===== config.mk =====
export PLATFORM = sky130hd
export DESIGN_NAME = xs_rr_arbiter
export DESIGN_NICKNAME = d
export VERILOG_FILES = /design/src/rtl/xs_rr_arbiter.sv
export SDC_FILE = /design/constraint.sdc
export NUM_CORES = 1
export LEC_CHECK = 0
export ABC_CLOCK_PERIOD_IN_PS = 1750
export CAP_MARGIN = 20
export CORE_MARGIN = 2
export CORE_UTILIZATION = 40
export DETAILED_ROUTE_END_ITERATION = 10
export GPL_TIMING_DRIVEN = 0
export PLACE_DENSITY = 0.68
export SLEW_MARGIN = 5
export SYNTH_ARGS = -nofsm -noshare
export SYNTH_HDL_FRONTEND = slang
export SYNTH_SLANG_ARGS = --single-unit

===== constraint.sdc =====
create_clock -name clk -period 1.75 [get_ports clk]
set_input_delay 0.35 -clock clk [delete_from_list [all_inputs] [get_ports clk]]
set_output_delay 0.35 -clock clk [all_outputs]
set_load 0.05 [all_outputs]

===== src/rtl/xs_rr_arbiter.sv =====
// Round-robin arbiter: shares one output port between NREQ requesters.
// Latency: registered one-hot grant appears 1 cycle after req_vld rises; back-to-back re-grant on every accepted beat.
// Backpressure: out_rdy=0 holds the grant unchanged; req_rdy follows out_rdy for the granted requester only.
// Optional packet lock: define XS_ARB_LOCK_EN to keep the grant until the beat with req_last is accepted.
module xs_rr_arbiter #(
  parameter int NREQ = 4,
  parameter int IW   = $clog2(NREQ)
) (
  input  logic            clk,
  input  logic            rst,
  input  logic [NREQ-1:0] req_vld,
  input  logic [NREQ-1:0] req_last,
  output logic [NREQ-1:0] req_rdy,
  input  logic            out_rdy,
  output logic            gnt_vld,
  output logic [NREQ-1:0] gnt,
  output logic [IW-1:0]   gnt_idx
);

  typedef enum logic [1:0] {
    IDLE  = 2'd0,
    GRANT = 2'd1,
    LOCK  = 2'd2
  } state_t;

  state_t          state_q, state_d;
  logic [NREQ-1:0] gnt_q, gnt_d;
  logic [IW-1:0]   gnt_idx_q;
  logic [IW-1:0]   ptr_q, ptr_d;
  logic            accept;

  localparam logic [NREQ-1:0] ONE = {{(NREQ-1){1'b0}}, 1'b1};
  localparam logic [IW-1:0]   PTR_RST = IW'(NREQ - 1);

  // Lowest-set-bit isolate: keeps only the least significant 1 of x.
  function automatic logic [NREQ-1:0] xf1b(input logic [NREQ-1:0] x);
    return x & (~x + ONE);
  endfunction

  // Round-robin pick: lowest request strictly above ptr, else wrap to lowest overall.
  function automatic logic [NREQ-1:0] win(input logic [NREQ-1:0] req,
                                          input logic [IW-1:0]   ptr);
    logic [NREQ-1:0] hi;
    hi = '0;
    for (int i = 0; i < NREQ; i++) begin
      hi[i] = req[i] && (i > int'(ptr));
    end
    return (hi != '0) ? xf1b(hi) : xf1b(req);
  endfunction

  // One-hot to binary; zero vector maps to index 0.
  function automatic logic [IW-1:0] oh2idx(input logic [NREQ-1:0] oh);
    logic [IW-1:0] idx;
    idx = '0;
    for (int i = 0; i < NREQ; i++) begin
      if (oh[i]) idx = idx | IW'(i);
    end
    return idx;
  endfunction

`ifndef XS_ARB_LOCK_EN
  // req_last only matters when packet lock is compiled in.
  logic unused_req_last;
  assign unused_req_last = ^req_last;
`endif

  assign gnt_vld = (state_q != IDLE);
  assign gnt     = gnt_q;
  assign gnt_idx = gnt_idx_q;
  assign accept  = gnt_vld && out_rdy && req_vld[gnt_idx_q];
  assign req_rdy = gnt_vld ? (gnt_q & {NREQ{out_rdy}}) : '0;

  // Next-state: first grant from IDLE, re-arbitrate on every accepted beat (unless locked mid-packet).
  always_comb begin
    state_d = state_q;
    gnt_d   = gnt_q;
    ptr_d   = ptr_q;
    case (state_q)
      IDLE: begin
        if (req_vld != '0) begin
          gnt_d   = win(req_vld, ptr_q);
          state_d = GRANT;
        end
      end
      default: begin
        if (accept) begin
`ifdef XS_ARB_LOCK_EN
          if (!req_last[gnt_idx_q]) begin
            state_d = LOCK;
          end else begin
            ptr_d   = gnt_idx_q;
            gnt_d   = win(req_vld, gnt_idx_q);
            state_d = (gnt_d != '0) ? GRANT : IDLE;
          end
`else
          ptr_d   = gnt_idx_q;
          gnt_d   = win(req_vld, gnt_idx_q);
          state_d = (gnt_d != '0) ? GRANT : IDLE;
`endif
        end
      end
    endcase
  end

  // State, grant and pointer registers; reset parks ptr at the top so requester 0 wins first.
  always_ff @(posedge clk) begin
    if (rst) begin
      state_q   <= IDLE;
      gnt_q     <= '0;
      gnt_idx_q <= '0;
      ptr_q     <= PTR_RST;
    end else begin
      state_q   <= state_d;
      gnt_q     <= gnt_d;
      gnt_idx_q <= oh2idx(gnt_d);
      ptr_q     <= ptr_d;
    end
  end

endmodule


* After elaboration in Yosys (flattened, before gate mapping)
Index checks and enable logic that the tools add are counted.
** Storage, ports and cells
- Flip-flop bits (word level) :: 10
** Operators by class
- Add/sub/neg operators :: 3
- Reductions and logical operators :: 17
- Bitwise logic cells :: 8
- Equal/unequal tests :: 1
- $lt $le $gt $ge :: 7
- Multiplexer cells :: 15
** Operators with widths (number)
- 4-bit two-way mux :: 6
- 4-bit AND :: 4
- 4-bit by 1-bit adder with 4-bit output, second input constant :: 3
- 4-bit NOT :: 3
- 2-bit two-way mux :: 5
- 2-bit greater-than comparator, first input constant :: 4
- 1-bit logical AND :: 8
- 4-bit nonzero test :: 2
- 3-bit nonzero test :: 2
- 1-bit by 2-bit greater-than comparator with 1-bit output, first input constant :: 2
- 2-bit AND reduction :: 2
- 2-bit nonzero test :: 2
- 2-bit by 3-bit < comparator with 1-bit output, second input constant :: 1
- 1-bit two-way mux :: 3
- 1-bit binary-select mux with 2-bit select :: 1
- 2-bit zero test :: 1
- 2-bit inequality test, second input constant :: 1
- 1-bit NOT :: 1

* Logic depth before layout (Yosys ltp)
Gate-level depths: netlist (run 1).
- Depth after elaboration :: 11
- Mapped depth :: 6

* Worst setup path before layout (run 1)
OpenSTA, ideal clock, no wires.
- Kind :: flip-flop to flip-flop
- From :: reg gnt_idx_q[0] (netlist: gnt_idx[0])
- To :: reg gnt_idx_q[0] (netlist: gnt_idx[0])
- Clock period less this slack :: 1.893 ns
- Setup slack :: -0.143 ns
- Path buffers :: 1
- Library setup time :: 0.130 ns
- Stages on the path, launching flop included :: 7
- Arrival :: 1.763 ns
- Cell sequence :: dfxtp_1 > buf_6 > mux4_2 > nand2_4 > nand3b_1 > o22ai_1 > nor3_1
** Between the ends
- Word-level cells in the longest chain between the ends :: 11
** RTL lines
- start, declared :: RTL line 28 : logic [IW-1:0] gnt_idx_q;
- start signal, assigned :: RTL line 115 : gnt_idx_q <= oh2idx(gnt_d);
- 1-bit by 2-bit greater-than comparator with 1-bit output :: RTL line 46 : hi[i] = req[i] && (i > int'(ptr));
- 1-bit logical AND :: RTL line 46
- 4-bit NOT :: RTL line 37 : return x & (~x + ONE);
- 4-bit by 1-bit adder with 4-bit output :: RTL line 37
- 4-bit AND :: RTL line 37
- 4-bit two-way mux :: RTL line 48 : return (hi != '0) ? xf1b(hi) : xf1b(req);
- 4-bit two-way mux * :: RTL line 86 : if (accept) begin
- 4-bit two-way mux * :: RTL line 78 : case (state_q)
- 1-bit two-way mux :: RTL line 56 : if (oh[i]) idx = idx | IW'(i);
- 2-bit two-way mux :: RTL line 56
- 2-bit two-way mux * :: RTL line 56
Every way passes the cells marked *; elsewhere a longest branch is shown, timed or not. The select of a mux whose other input is x is not followed.
A chain may end at the register's enable or synchronous reset.

* Worst setup path after layout (run 1)
- From :: in req_vld[0]
- To :: reg gnt_idx_q[0] (netlist: gnt_idx[0])
** Between the ends
- Word-level cells in the longest chain between the ends :: 9
** RTL lines
- start, declared :: RTL line 11 : input logic [NREQ-1:0] req_vld,
- 4-bit NOT :: RTL line 37
- 4-bit by 1-bit adder with 4-bit output :: RTL line 37
- 4-bit AND :: RTL line 37
- 4-bit two-way mux :: RTL line 48
- 4-bit two-way mux, on equally long branches :: RTL line 86, 80
- 4-bit two-way mux * :: RTL line 78
- 1-bit two-way mux :: RTL line 56
- 2-bit two-way mux :: RTL line 56
- 2-bit two-way mux * :: RTL line 56
Marked as above.

==> impl_metrics.py, run 1 <==
metrics = {
    "outcome": {
        "status": "finished, final reports clean",
    },
    "setup_path": {
        "crit_chain": "clkdlybuf4s50_1, clkbuf_4, or3_1, a31oi_1, o22ai_1, nor3_1",
        "crit_required_ns": 1.93,
        "critPathMaxStageDelay_ns": 0.47,
        "slowest_stage": "clkdlybuf4s50_1",
        "path_class": "input port to register",
        "crit-reg2reg-launch": "gnt_idx[0]",
        "reg2reg_depth": 6,
        "cp_num_cells": 6,
        "endpoint_kind": "register",
        "crit_family": "buffers and inverters",
        "cp-startpoint": "req_vld[0]",
        "cp_num_buf_inv": 2,
        "r2r_end": "gnt_idx[1]",
        "arrival_ns": 1.87,
        "reg2reg_slack_ns": 0.15,
        "critPathMaxFanout": 10,
        "cp-start-kind": "input port",
    },
    "sta": {
        "drv_slew": 0,
        "finalWorstSetupSlack_ns": 0.06467,
        "final-setup-viol-count": 0,
        "clock_skew_ns": 0.001519,
        "tightest_slew_ns": 0.5037,
        "hold_violations": 0,
        "clock.fmax_ghz": 0.5934,
        "finalCritPeriodShare": 0.9630,
        "period_minus_slack_ns": 1.685,
        "relSlewSlack": 0.6636,
    },
    "final_layout": {
        "postLayoutCellArea_um2": 987.2,
        "fin_nets": 131,
        "layout-drive-gt1-share": 0.2269,
        "final_common_cell": "nor2_1",
        "final_cells": 144,
        "final_util": 0.5717,
        "area_growth_pct": 35.57,
        "layout_common_cells": "nor2_1 (10), nand2_1 (7), a21oi_1 (7)",
        "antennaDiodeCount": 0,
    },
    "place": {
        "io_buffers": 16,
        "dp_hpwl_um": 1438,
        "pre_cts_ws_ns": -0.6201,
        "placed_cells_incl_taps": 139,
        "post_dp_cell_area_um2": 923.4,
        "gp_congestion": 0.9654,
    },
    "die": {
        "dieArea_um2": 2178,
        "die_h_um": 46.67,
        "core_area_um2": 1727,
        "die_w_um": 46.67,
        "io_pins": 22,
        "rows": 15,
        "initial_core_util": 0.4217,
    },
    "global_routing": {
        "antenna_found_initial": 0,
        "globalRouteOverflowTotal": 0,
        "track_usage": 0.2010,
        "grt_pass1_vias": 704,
        "grt_max_degree": 11,
        "grt_pass1_wl_um": 3153,
    },
    "cts": {
        "clk_pin_slew_ns": 0.06,
        "cts_made_buffers": 3,
        "cts_tree": "done",
        "cts_hold_buffers": 0,
        "cts_buffer_depth": 2,
        "clkLatencyLatePin_ns": 0.26,
        "cts_root_buffer": "clkbuf_4",
        "clock-sinks": 9,
        "cts_max_level": 1,
    },
    "yosys": {
        "synth_ff_type": "dfxtp_1",
        "yosys_register_bits": 9,
        "ys_seq_area_frac": 0.2474,
        "synthesis.area_um2": 728.2,
        "synth_nets": 109,
        "synth_edf_count": 0,
        "avgSynthCellArea_um2": 7.431,
        "async_reset_ff_frac": 0,
        "synth.distinct_cells": 41,
        "synthCells": 98,
        "yosysWarnings": 0,
    },
    "worst_hold_path": {
        "min_to": "state_q[0]",
        "holdCritStartpoint": "rst",
        "worstHoldPathType": "input port to register",
        "worstHoldPathCells": 2,
    },
    "drt": {
        "num_vias": 844,
        "post-route-drc-count": 0,
        "wl_per_cell_um": 14.49,
        "first_iter_violations": 46,
        "vias_per_cell": 5.861,
        "drtPass1Iterations": 4,
        "routed_wl_um": 2086,
        "ant_nets": 0,
    },
    "power_and_ir_drop": {
        "p_leak_uw": 0.0004705,
        "power_uw": 697.5,
        "vdd_drop_max_v": 0.0005183,
        "powerDensity_nw_per_um2": 706.6,
    },
    "job": {
        "max_cap_violations": 0,
    },
}
==> where the power goes <==
group          internal (uW)  switching [uW]  leakage, uW  total (uW)
Sequential               224            21.9    0.0000751         246
Clock                   88.2            76.9    0.0000150         165
Combinational            109             177     0.000380         286
Total                    422             275     0.000470         698
==> per-layer routing <==
layer,routed length (um),global-route usage,vias to the layer above
met4,14,0.05000,0
met2,980,0.3056,46
li1,-,-,409
met3,149,0.04706,2
met5,0,0,-
met1,942,0.2844,387
==> cell usage after synthesis (all sizes together) (2+ instances only) <==
cell type / n / area share
a21o: 3 / 0.033
a21oi: 7 / 0.048
a31oi: 2 / 0.017
and3: 6 / 0.052
buf: 6 / 0.055
clkbuf: 2 / 0.010
dfxtp: 9 / 0.25
inv: 4 / 0.021
nand2: 8 / 0.052
nand3: 2 / 0.014
nand3b: 2 / 0.021
nor2: 12 / 0.062
nor2b: 2 / 0.017
nor3: 4 / 0.034
o211ai: 3 / 0.031
o21ai: 4 / 0.027
o221ai: 2 / 0.024
o22ai: 3 / 0.026
==> registers in the layout (all words and copies together) (netlist names) <==
signal   count
gnt_idx      2
state_q      1
ptr_q        2
gnt          4
==> logic make-up after synthesis <==
logic type | after synthesis | share of synthesized area
AOI/OAI and AO/OA | 33 | 0.3110
buffers and inverters | 12 | 0.08590
DFF | 9 | 0.2474
muxes | 2 | 0.04467
and+or+nand+nor | 42 | 0.3110
==> how the worst max path moves through the flow <==
stage	endpoint	slack (ns)
6_report	gnt_idx[0]	0.06
4_1_cts	gnt_idx[1]	0.001
3_5_place_dp	req_rdy[3]	-0.62
2_1_floorplan	gnt_idx[0]	0.04
5_1_grt	gnt_idx[0]	-0.003
3_3_place_gp	req_rdy[2]	-0.62
==> what timing repair did <==
action,4_1_cts,5_1_grt
endpoints found under the setup margin,14,6
endpoints found under the hold margin,0,0
gates resized for setup,33,15
pin swaps,1,2
buffers inserted,0,1
==> per-stage QoR <==
step | hold WS, ns | setup TNS [ns]
floorplan | 0.5458 | 0
global placement | 0.5151 | -4.791
detailed placement | 0.5238 | -4.599
CTS | 0.4554 | 0
global route | 0.4811 | -0.002592
finish | 0.4536 | 0
==> layout make-up <==
type | count | area [um2]
fillers | 184 | 739.5
multi-input cells | 77 | 519.2
flip-flops and latches | 9 | 183.9
repair buffers | 17 | 150.1
plain buffers | 8 | 61.31
well taps | 25 | 31.28
clock buffers | 4 | 26.28
inverters | 4 | 15.01
(Power assumes the default switching activity.)
==> run 2: changes to the inputs <==
Settings changed: ABC_CLOCK_PERIOD_IN_PS 1750 to 1900, CTS_CLUSTER_SIZE set to 30, DONT_BUFFER_PORTS set to 1, PLACE_DENSITY 0.68 to 0.52.
Clock period 1.75 ns to 1.9 ns, I/O delays scaled along.
==> run 2 against run 1 <==
Against the previous run: die area unchanged; sequential cell count unchanged; hold slack worse by 0.084 ns; clock power down 7%; core utilization down 10 points; sequential share of layout area up 4.7 points; cell area down 18%; via count down 7.8%; critical path type is now register to output port; largest power group is now registers.
==> impl_metrics.py, run 2 (synthesized netlist as in run 1, its figures left out) <==
metrics = {
    "global_routing": {
        "grt_max_degree": 11,
        "track_usage": 0.2084,
        "globalRouteOverflowTotal": 0,
        "antenna_found_initial": 0,
        "grt_pass1_vias": 692,
        "grt_pass1_wl_um": 3111,
    },
    "drt": {
        "first_iter_violations": 22,
        "num_vias": 778,
        "post-route-drc-count": 0,
        "drtPass1Iterations": 4,
        "ant_nets": 0,
        "vias_per_cell": 6.126,
        "routed_wl_um": 2007,
        "wl_per_cell_um": 15.80,
    },
    "die": {
        "rows": 15,
        "dieArea_um2": 2178,
        "io_pins": 22,
        "die_w_um": 46.67,
        "initial_core_util": 0.4217,
        "die_h_um": 46.67,
        "core_area_um2": 1727,
    },
    "cts": {
        "cts_hold_buffers": 0,
        "cts_buffer_depth": 2,
        "postCtsSetupBuffers": 0,
        "clock-sinks": 9,
        "cts_made_buffers": 3,
        "clk_pin_slew_ns": 0.06,
        "clkLatencyLatePin_ns": 0.26,
        "cts_max_level": 1,
        "cts_root_buffer": "clkbuf_4",
        "cts_tree": "done",
    },
    "sta": {
        "hold_violations": 0,
        "clock.fmax_ghz": 0.5518,
        "period_minus_slack_ns": 1.812,
        "final-setup-viol-count": 0,
        "finalCritPeriodShare": 0.9539,
        "drv_slew": 0,
        "rsz0062_at_grt": "false",
        "tightest_slew_ns": 0.6151,
        "clock_skew_ns": 0.0003878,
        "finalWorstSetupSlack_ns": 0.08759,
        "relSlewSlack": 0.5894,
    },
    "job": {
        "max_cap_violations": 0,
    },
    "final_layout": {
        "fin_nets": 114,
        "layout_common_cells": "nor2_1 (12), nand2_1 (7), a21oi_1 (7)",
        "final_cells": 127,
        "layout-drive-gt1-share": 0.2059,
        "final_common_cell": "nor2_1",
        "final_util": 0.4688,
        "largest_reg_flops": 4,
        "antennaDiodeCount": 0,
        "area_growth_pct": 11.17,
    },
    "setup_path": {
        "cp_num_buf_inv": 0,
        "crit_family": "flip-flops",
        "path_class": "register to output port",
        "crit_chain": "and3_2",
        "crit_required_ns": 1.52,
        "arrival_ns": 1.43,
        "cp-start-kind": "register",
        "endpoint_kind": "output port",
        "critPathMaxStageDelay_ns": 0.71,
        "critPathMaxFanout": 5,
        "slowest_stage": "dfxtp_1",
    },
    "power_and_ir_drop": {
        "powerDensity_nw_per_um2": 741.4,
        "vdd_drop_max_v": 0.0005639,
        "p_leak_uw": 0.0003230,
    },
    "place": {
        "dp_hpwl_um": 1458,
        "gp_congestion": 0.8997,
        "placed_cells_incl_taps": 123,
        "pre_cts_ws_ns": -0.1776,
        "io_buffers": 0,
    },
    "outcome": {
        "status": "finished, final reports clean",
    },
    "worst_hold_path": {
        "worstHoldPathType": "input port to register",
    },
}
[run 2: cell types whose count changed in the layout (fill, tap and decap cells not counted), sizes merged]
cell           before  now
dlygate4sd2         6    0
clkdlybuf4s50       2    0
buf                11    6
dlymetal6s2s        4    0
[run 2: routing by layer]
layer  global-route usage  share of wire  vias to the layer above
li1                     -              -                      375
met2               0.3111           0.45                       28
met4              0.07778          0.011                        0
met5                    0              0                        -
met3              0.06667          0.071                        4
met1               0.2787           0.46                      371
[run 2: timing repair]
action,4_1_cts,5_1_grt
setup endpoints to repair,11,7
pin swaps,0,0
gates resized for setup,10,2
[run 2: path summary, 6_finish.rpt]
path | from | to | slack, ns | depth (start not counted)
worst min register to register | ptr_q[0] | ptr_q[0] | 0.61 | 2
worst min-delay path | req_vld[0] | state_q[0] | 0.37 | 3
worst max-delay path | gnt[2] | req_rdy[2] | 0.09 | 1
worst max register to register | gnt_idx[0] | gnt_idx[1] | 0.12 | 6
[run 2: metrics by stage]
stage / TNS [ns] / total power, uW / hold WS [ns] / instance area [um2]
floorplan: 0 / 410.5 / 0.5458 / 728.2
detailed placement: -1.338 / 444.4 / 0.6069 / 759.5
finish: 0 / 600.2 / 0.3696 / 809.5
CTS: 0 / 603.9 / 0.3666 / 805.8
global route: 0 / 632.8 / 0.3927 / 809.5
global placement: -1.238 / 443.6 / 0.6059 / 759.5
[run 2: where the power goes]
group / internal, uW / switching, uW
clock: 81.3 / 72.7
sequential: 206 / 67.7
combinational: 71.6 / 101
[run 2: layout make-up]
| class | count | area (um2) |
|---|---|---|
| inverter | 4 | 15.01 |
| tap | 25 | 31.28 |
| fill | 194 | 917.1 |
| multi-input combinational | 77 | 499.2 |
| clock buffer | 4 | 26.28 |
| sequential | 9 | 188.9 |
| buffer | 8 | 48.80 |
==> run 3: changes to the inputs <==
Settings changed: CORE_UTILIZATION 40 to 54, PLACE_DENSITY 0.52 to 0.67.
==> run 3 against run 2 <==
Against the previous run: register-to-register slack hardly changed; count of clock-buffer cells in the layout unchanged; clock skew up 0.0049 ns; global-route usage increased by 4.5 points; worst setup slack got worse by 0.071 ns; core utilization increased by 15 points; hold slack improved by 0.0078 ns; via count down 3.7%; sequential share of layout area rose by 0.52 points; power down 1.2%.
==> impl_metrics.py, run 3 (synthesized netlist as in run 1, its figures left out) <==
metrics = {
    "outcome": {
        "status": "finished, final reports clean",
    },
    "final_layout": {
        "n_fill_cell": 118,
        "area_growth_pct": 8.763,
        "layout_common_cells": "nor2_1 (12), nand2_1 (7), a21oi_1 (7)",
        "final_util": 0.6164,
        "final_common_cell": "nor2_1",
        "largest_reg_flops": 4,
        "layout-drive-gt1-share": 0.1961,
        "antennaDiodeCount": 0,
        "fin_nets": 114,
    },
    "cts": {
        "cts_root_buffer": "clkbuf_4",
        "cts_made_buffers": 3,
        "clkLatencyLatePin_ns": 0.26,
        "cts_buffer_depth": 2,
        "postCtsSetupBuffers": 0,
        "cts_tree": "done",
        "clock-sinks": 9,
        "cts_max_level": 1,
        "clk_pin_slew_ns": 0.06,
    },
    "setup_path": {
        "reg2reg_depth": 6,
        "path_class": "register to output port",
        "critPathMaxFanout": 10,
        "arrival_ns": 1.50,
        "endpoint_kind": "output port",
        "cp-startpoint": "state_q[0]",
        "r2r_end": "gnt_idx[1]",
        "crit_end": "req_rdy[1]",
        "reg2reg_slack_ns": 0.12,
        "crit_required_ns": 1.52,
        "cp-start-kind": "register",
        "crit-reg2reg-launch": "gnt_idx[0]",
    },
    "sta": {
        "hold_violations": 0,
        "period_minus_slack_ns": 1.883,
        "finalCritPeriodShare": 0.9911,
        "clock.fmax_ghz": 0.5311,
        "clock_skew_ns": 0.005321,
        "drv_slew": 0,
        "rsz0062_at_grt": "true",
        "fin_setup_tns_ns": 0,
        "relSlewSlack": 0.6002,
        "final-setup-viol-count": 0,
        "tightest_slew_ns": 0.5990,
        "hold_ws_ns": 0.3774,
    },
    "global_routing": {
        "grt_pass1_vias": 660,
        "top_usage_layer": "met2",
        "grt_max_degree": 11,
        "globalRouteOverflowTotal": 0,
        "track_usage": 0.2534,
        "grtUsageMet2": 0.4286,
        "antenna_found_initial": 0,
        "grtUsageMet1": 0.2955,
        "met3_usage": 0.09239,
        "grt_pass1_wl_um": 2753,
    },
    "drt": {
        "drtPass1Iterations": 4,
        "wl_per_cell_um": 15.70,
        "post-route-drc-count": 0,
        "ant_nets": 0,
        "routed_wl_um": 1837,
        "vias_per_cell": 6.402,
        "first_iter_violations": 16,
        "num_vias": 749,
    },
    "die": {
        "dieArea_um2": 1658,
        "rows": 13,
        "initial_core_util": 0.5667,
        "die_w_um": 40.72,
        "io_pins": 22,
        "die_h_um": 40.72,
        "core_area_um2": 1285,
    },
    "power_and_ir_drop": {
        "power.internal_uw": 358.2,
        "seqPwrFrac": 0.462,
        "vdd_drop_max_v": 0.0003588,
        "combPwrFrac": 0.287,
        "switchingPower_uw": 234.5,
        "pwr-share-clk": 0.252,
        "swShare": 0.3956,
        "powerDensity_nw_per_um2": 748.4,
        "p_leak_uw": 0.0003214,
    },
    "job": {
        "max_cap_violations": 0,
    },
    "place": {
        "gp_congestion": 0.8182,
        "dp_hpwl_um": 1366,
        "io_buffers": 0,
    },
    "worst_hold_path": {
        "worstHoldPathType": "input port to register",
    },
}
run 3: cell counts in the layout (fill, tap and decap cells not counted):
No cell type changed its count.
run 3: worst min-delay path by stage:
stage               startpoint          to  slack [ns]  cells after the start
finish              req_vld[0]  state_q[0]        0.38                      3
global route        req_vld[0]  state_q[0]        0.38                      3
CTS                    out_rdy      gnt[0]        0.38                      3
detailed placement    ptr_q[0]    ptr_q[0]        0.61                      2
global placement      ptr_q[0]    ptr_q[0]        0.60                      2
floorplan             ptr_q[0]    ptr_q[0]        0.55                      2
run 3: power by group through the flow:
stage / sequential [uW] / combinational, uW / clock, uW
floorplan: 271 / 140 / 0
global placement: 277 / 163 / 0
detailed placement: 277 / 165 / 0
CTS: 273 / 168 / 156
global route: 278 / 186 / 167
finish: 274 / 170 / 149
run 3: routing by layer:
metal  vias to the layer above  part of all wire
met3                         2             0.063
met2                        28              0.46
met4                         0            0.0033
li1                        375                 -
met5                         -                 0
met1                       344              0.48
run 3: timing repair:
action                                  CTS  global route
gates resized for setup                   8             2
hold buffers                              0             0
endpoints found under the setup margin   11            10
run 3: layout make-up:
| class | count | area (um2) | share of cell area |
|---|---|---|---|
| multi-input cells | 77 | 495.5 | 0.6256 |
| flip-flops and latches | 9 | 188.9 | 0.2385 |
| plain buffers | 8 | 47.55 | 0.06003 |
| clock buffers | 4 | 26.28 | 0.03318 |
| well taps | 15 | 18.77 | 0.02370 |
| inverters | 4 | 15.01 | 0.01896 |
run 3: per-stage QoR:
step	area (um2)	worst slack, ns	total power [uW]	instances
2_1_floorplan	728.2	0.007125	410.5	98
3_5_place_dp	747.0	-0.1547	441.9	113
5_1_grt	792.0	-0.04070	630.9	117
6_report	792.0	0.01699	592.8	117
4_1_cts	788.3	0.004656	597.6	117
3_3_place_gp	747.0	-0.1352	439.7	113
run 3: worst max-delay path, cell delays in order, from the launching register on:
cell and delay [ns]:
dfxtp_4 0.48, clkbuf_1 0.34, and3_2 0.43
==> RTL change 1, RTL diff (flow settings as in run 2) <==
Make the reset (`rst`) asynchronous in one clocked block.
--- a/src/rtl/xs_rr_arbiter.sv
+++ b/src/rtl/xs_rr_arbiter.sv
@@ -104,5 +104,5 @@
 
   // State, grant and pointer registers; reset parks ptr at the top so requester 0 wins first.
-  always_ff @(posedge clk) begin
+  always_ff @(posedge clk or posedge rst) begin
     if (rst) begin
       state_q   <= IDLE;
Check against the original RTL: differs if rst is asserted again (counterexample within 4 cycles, from zero or initial values and one cycle with rst high); with rst held inactive, the same outputs for 10 cycles.
==> RTL change 1 against run 2 <==
The run now ends with negative setup slack left. Via count decreased by 12%. Highest routed layer unchanged. Worst hold slack gained 120 ps. Design area grew 11%. Core utilization is 4.4 points higher. Cell count down 4.7%. Count of clock-buffer cells in the layout stayed put. Synthesized area is 2.2% higher. Routed wire length down 11%. Sequential cell count stayed put. Sequential share of layout area up 2.5 points. Setup slack got worse by 180 ps.
Power is not compared: it rests on default switching activity, and its combinational part moved more than twofold at a synthesized area within 25%.
==> RTL change 1: results <==
[finish]
antenna_cells = 0
largest_reg_flops = 4
fin_nets = 108
drive_above_1_share = 0.427

[drt]
wl_per_cell_um = 14.8
firstDrtPassIters = 4
viasPerCell = 5.64
drtIter0Drc = 27

[clocking]
cts_buffers = 3
cts-root-buf = clkbuf_4
clkLatencyLatePin_ps = 250
h-tree-depth = 1
clk_pin_slew_ps = 60
clockBufferDepth = 2

[global_routing]
grt_usage = 0.179
use_met2 = 0.236
grt_antenna_before_repair = 0
grt_max_degree = 11
grtUsageMet1 = 0.268
grt_pass1_vias = 581
met3_usage = 0.0269
grt_pass1_wl_um = 2690

[outcome]
violations = negative setup slack
outcome = finished, violations left

[power_and_ir_drop]
vdd_ir_drop_max_v = 0.000781
p_int_w = 0.000737
leakagePower_nw = 0.386

[synthesis]
synthTopCellsByArea = dfrtp_1, dfstp_2, nor2_1
yosysUniqueCellTypes = 39
synth_ff_type = dfrtp_1
syn_nets = 94
synth-seq-area-share = 0.306
yosys_warnings = 0
yosys-top-cells-count = nor2_1, dfrtp_1, a21oi_1
async_reset_ff_frac = 1.00

[timing]
fin_skew_ps = 1.61
fin_ws_ps = -90.2
setup_viol = 4
hold_ws_ps = 488
tightest_slew_ps = 538
tns_ps = -266

[place]
portBuffers = 0
gp_congestion = 0.806
pre_cts_ws_ps = -174
place_area_um2 = 778
place_hpwl_um = 1260

[worst_setup_path]
worstPathArrival_ps = 2120
r2r_setup_slack_ps = -90
cp_max_fo = 5

[worst_hold_path]
hold_path_class = input port to register
## RTL change 1: through the flow
step           utilization  instances
6_report             0.513        121
5_1_grt              0.513        121
4_1_cts              0.489        118
3_5_place_dp         0.446        108
3_3_place_gp         0.446        108
2_1_floorplan            -         83
## RTL change 1: area by class of cell
| cell class | instances | area (µm²) |
|---|---|---|
| buffer | 7 | 56.3 |
| clock buffer | 4 | 26.3 |
| fill | 175 | 850 |
| inverter | 3 | 11.3 |
| multi-input combinational | 64 | 469 |
| sequential | 9 | 231 |
| tap | 25 | 31.3 |
| timing repair buffer | 9 | 70.1 |
## RTL change 1: cells by family (layout without fill, tap and decap cells)
family                 count (synthesis)  after routing  synth area share
buffers and inverters                 10             23            0.0874
muxes                                  5              5            0.0874
DFF                                    9              9             0.306
and+or+nand+nor                       37             37             0.291
AOI/OAI and AO/OA                     22             22             0.229
## RTL change 1: power by group through the flow
stage	clock network, W	logic [W]	registers [W]
finish	0.000143	0.000719	0.000580
global route	0.000160	0.000781	0.000597
CTS	0.000149	0.000647	0.000582
detailed placement	0	0.000585	0.000585
global placement	0	0.000587	0.000583
floorplan	0	0.000505	0.000561
## RTL change 1: repair_timing
action	4_1_cts	5_1_grt
setup buffers	5	3
hold endpoints to repair	7	0
pin swaps	1	5
setup endpoints to repair	7	8
hold buffers	1	0
resized for setup	1	7
## RTL change 1: worst max-delay path, cell delays in order (launching register included)
cell      delay [ps]
dfrtp_2          510
buf_6            180
mux4_2           360
nand3_4          100
a21oi_2          130
a211oi_2          60
or4_1            520
## RTL change 1: final timing paths
check,start,to,depth (start not counted)
worst min-delay path,req_vld[0],state_q[0],2
min in group asynchronous,rst,gnt[2],2
worst max-delay path,gnt_idx[0],gnt_idx[1],6
worst min register to register,ptr_q[0],ptr_q[0],1
max in group asynchronous,rst,ptr_q[1],2
worst max register to register,gnt_idx[0],gnt_idx[1],6
## RTL change 1: metal layers
layer	share of wire	vias up
li1	-	334
met1	0.45	319
met2	0.45	26
met3	0.084	4
met4	0.016	0
met5	0	-
==> RTL change 2, RTL diff (config.mk and constraints of run 2) <==
Made on the original files. `NREQ`: 4 -> 8.
--- a/src/rtl/xs_rr_arbiter.sv
+++ b/src/rtl/xs_rr_arbiter.sv
@@ -4,5 +4,5 @@
 // Optional packet lock: define XS_ARB_LOCK_EN to keep the grant until the beat with req_last is accepted.
 module xs_rr_arbiter #(
-  parameter int NREQ = 4,
+  parameter int NREQ = 8,
   parameter int IW   = $clog2(NREQ)
 ) (
Ports: changed (5 resized); port bits go from 22 to 39. The function was not compared with the original's and may differ.
==> RTL change 2 against run 2 <==
The run now ends with negative setup slack left. Largest power group is now combinational cells. Count of clock-buffer cells in the layout decreased by 1. Setup slack got worse by 470 ps. Synthesized area increased by 71%. Design area increased by 93%. Maximum frequency decreased by 20%. Highest routed layer unchanged. Routed wire length increased by 97%. Total power increased by 84%. Sequential cell count increased by 6. Critical endpoint is now gnt[1].
==> RTL change 2: results <==
[worst_setup_path]
slowest_stage = mux4_2
reg2reg_to = gnt[1]
slowest_delay_ps = 550
reg2regPathDepth = 9
critPathTopFamily = multiplexers
worstReg2RegStart = gnt_idx[0]
worstPathArrival_ps = 2460
cp_max_fo = 5

[clocking]
clockBufferDepth = 2
clkLatencyLatePin_ps = 290
clk_pin_slew_ps = 110
cts_buffers = 3
cts-root-buf = clkbuf_4
h-tree-depth = 1

[outcome]
outcome = finished, violations left
violations = negative setup slack

[drt]
viasPerCell = 6.35
firstDrtPassIters = 4
drtIter0Drc = 54
drtAntennaViolNets = 0
wirelength_um = 3950

[worst_hold_path]
min_from = rst
hold_path_end = gnt_idx[0]
hold_path_class = input port to register
holdPathStages = 1

[global_routing]
grt_pass1_vias = 1285
grt_max_degree = 11
grt_pass1_wl_um = 6420
grt_antenna_before_repair = 0
grt_usage = 0.240

[place]
place_area_um2 = 1340
gp_congestion = 0.871
place_hpwl_um = 2880
portBuffers = 0

[synthesis]
yosysUniqueCellTypes = 47
yosys_warnings = 0
async_reset_ff_frac = 0
synth_ff_type = dfxtp_1
syn_nets = 183
synth-seq-area-share = 0.242
yosys-top-cells-count = nor2_1, dfxtp_1, nand2_1
synthTopCellsByArea = dfxtp_1, nor2_1, and3_1

[timing]
setup_viol = 14
slew_headroom = 0.533
tns_ps = -3150
fin_skew_ps = 10.1
fin_ws_ps = -379

[finish]
antenna_cells = 0
drive_above_1_share = 0.350
largest_reg_flops = 8
fin_nets = 200
fill_cells = 299

[power_and_ir_drop]
vdd_ir_drop_max_v = 0.000218
leakagePower_nw = 0.569
==> RTL change 2: changes by cell type in the layout (fill, tap and decap cells not counted), moves of 4 or more <==
cell	run 2	this run
buf_4	2	9
a21oi_1	7	3
nand2_1	7	13
dfxtp_1	6	11
nor2_1	12	23
clkbuf_2	1	5
o21ai_0	4	8
a31oi_1	2	7
==> RTL change 2: cell families after synthesis <==
kind of cell | count (synthesis) | share of synthesized area
flops | 15 | 0.242
mux | 3 | 0.0544
compound gates | 53 | 0.330
buf+inv | 18 | 0.0624
simple gates | 75 | 0.311
==> RTL change 2: worst max path at each step <==
stage | from | endpoint | cells after the start
global route | gnt_idx[0] | gnt_idx[1] | 8
detailed placement | state_q[0] | gnt_idx[2] | 6
finish | gnt_idx[0] | gnt[1] | 9
global placement | state_q[0] | gnt_idx[1] | 6
CTS | gnt_idx[0] | gnt_idx[0] | 8
floorplan | gnt_idx[0] | gnt_idx[2] | 7
==> RTL change 2: cell type report <==
class | instances | area (µm²) | area share
sequential | 15 | 313 | 0.200
clock inverter | 1 | 5.00 | 0.00321
tap | 33 | 41.3 | 0.0265
timing repair buffer | 12 | 110 | 0.0706
multi-input combinational | 131 | 967 | 0.620
clock buffer | 3 | 22.5 | 0.0144
buffer | 14 | 86.3 | 0.0553
inverter | 4 | 15.0 | 0.00962
==> RTL change 2: what timing repair did <==
action,CTS,global route
setup endpoints to repair,22,14
hold endpoints to repair,0,0
pin swaps,4,10
hold buffers,0,0
resized for setup,21,13
buffers inserted,10,2
==> RTL change 2: where the power goes <==
group | total (W) | internal, W | switching, W | leakage [nW]
Sequential | 0.000447 | 0.000345 | 0.000102 | 0.125
Clock | 0.000194 | 0.0000781 | 0.000116 | 0.0177
Combinational | 0.000461 | 0.000210 | 0.000251 | 0.426
Total | 0.00110 | 0.000633 | 0.000469 | 0.569
==> RTL change 2: stage by stage <==
stage / hold slack (ps) / worst slack (ps) / cells / power, W
2_1_floorplan: 442 / -177 / 164 / 0.000745
3_3_place_gp: 447 / -677 / 197 / 0.000821
3_5_place_dp: 449 / -609 / 197 / 0.000822
4_1_cts: 142 / -382 / 211 / 0.00107
5_1_grt: 125 / -458 / 213 / 0.00118
6_report: 144 / -379 / 213 / 0.00110
==> RTL change 2: layer usage <==
layer	up-vias	part of all wire	track usage
li1	659	-	-
met1	625	0.44	0.332
met2	64	0.46	0.385
met3	4	0.088	0.0433
met4	0	0.0086	0.0571
met5	-	0	0
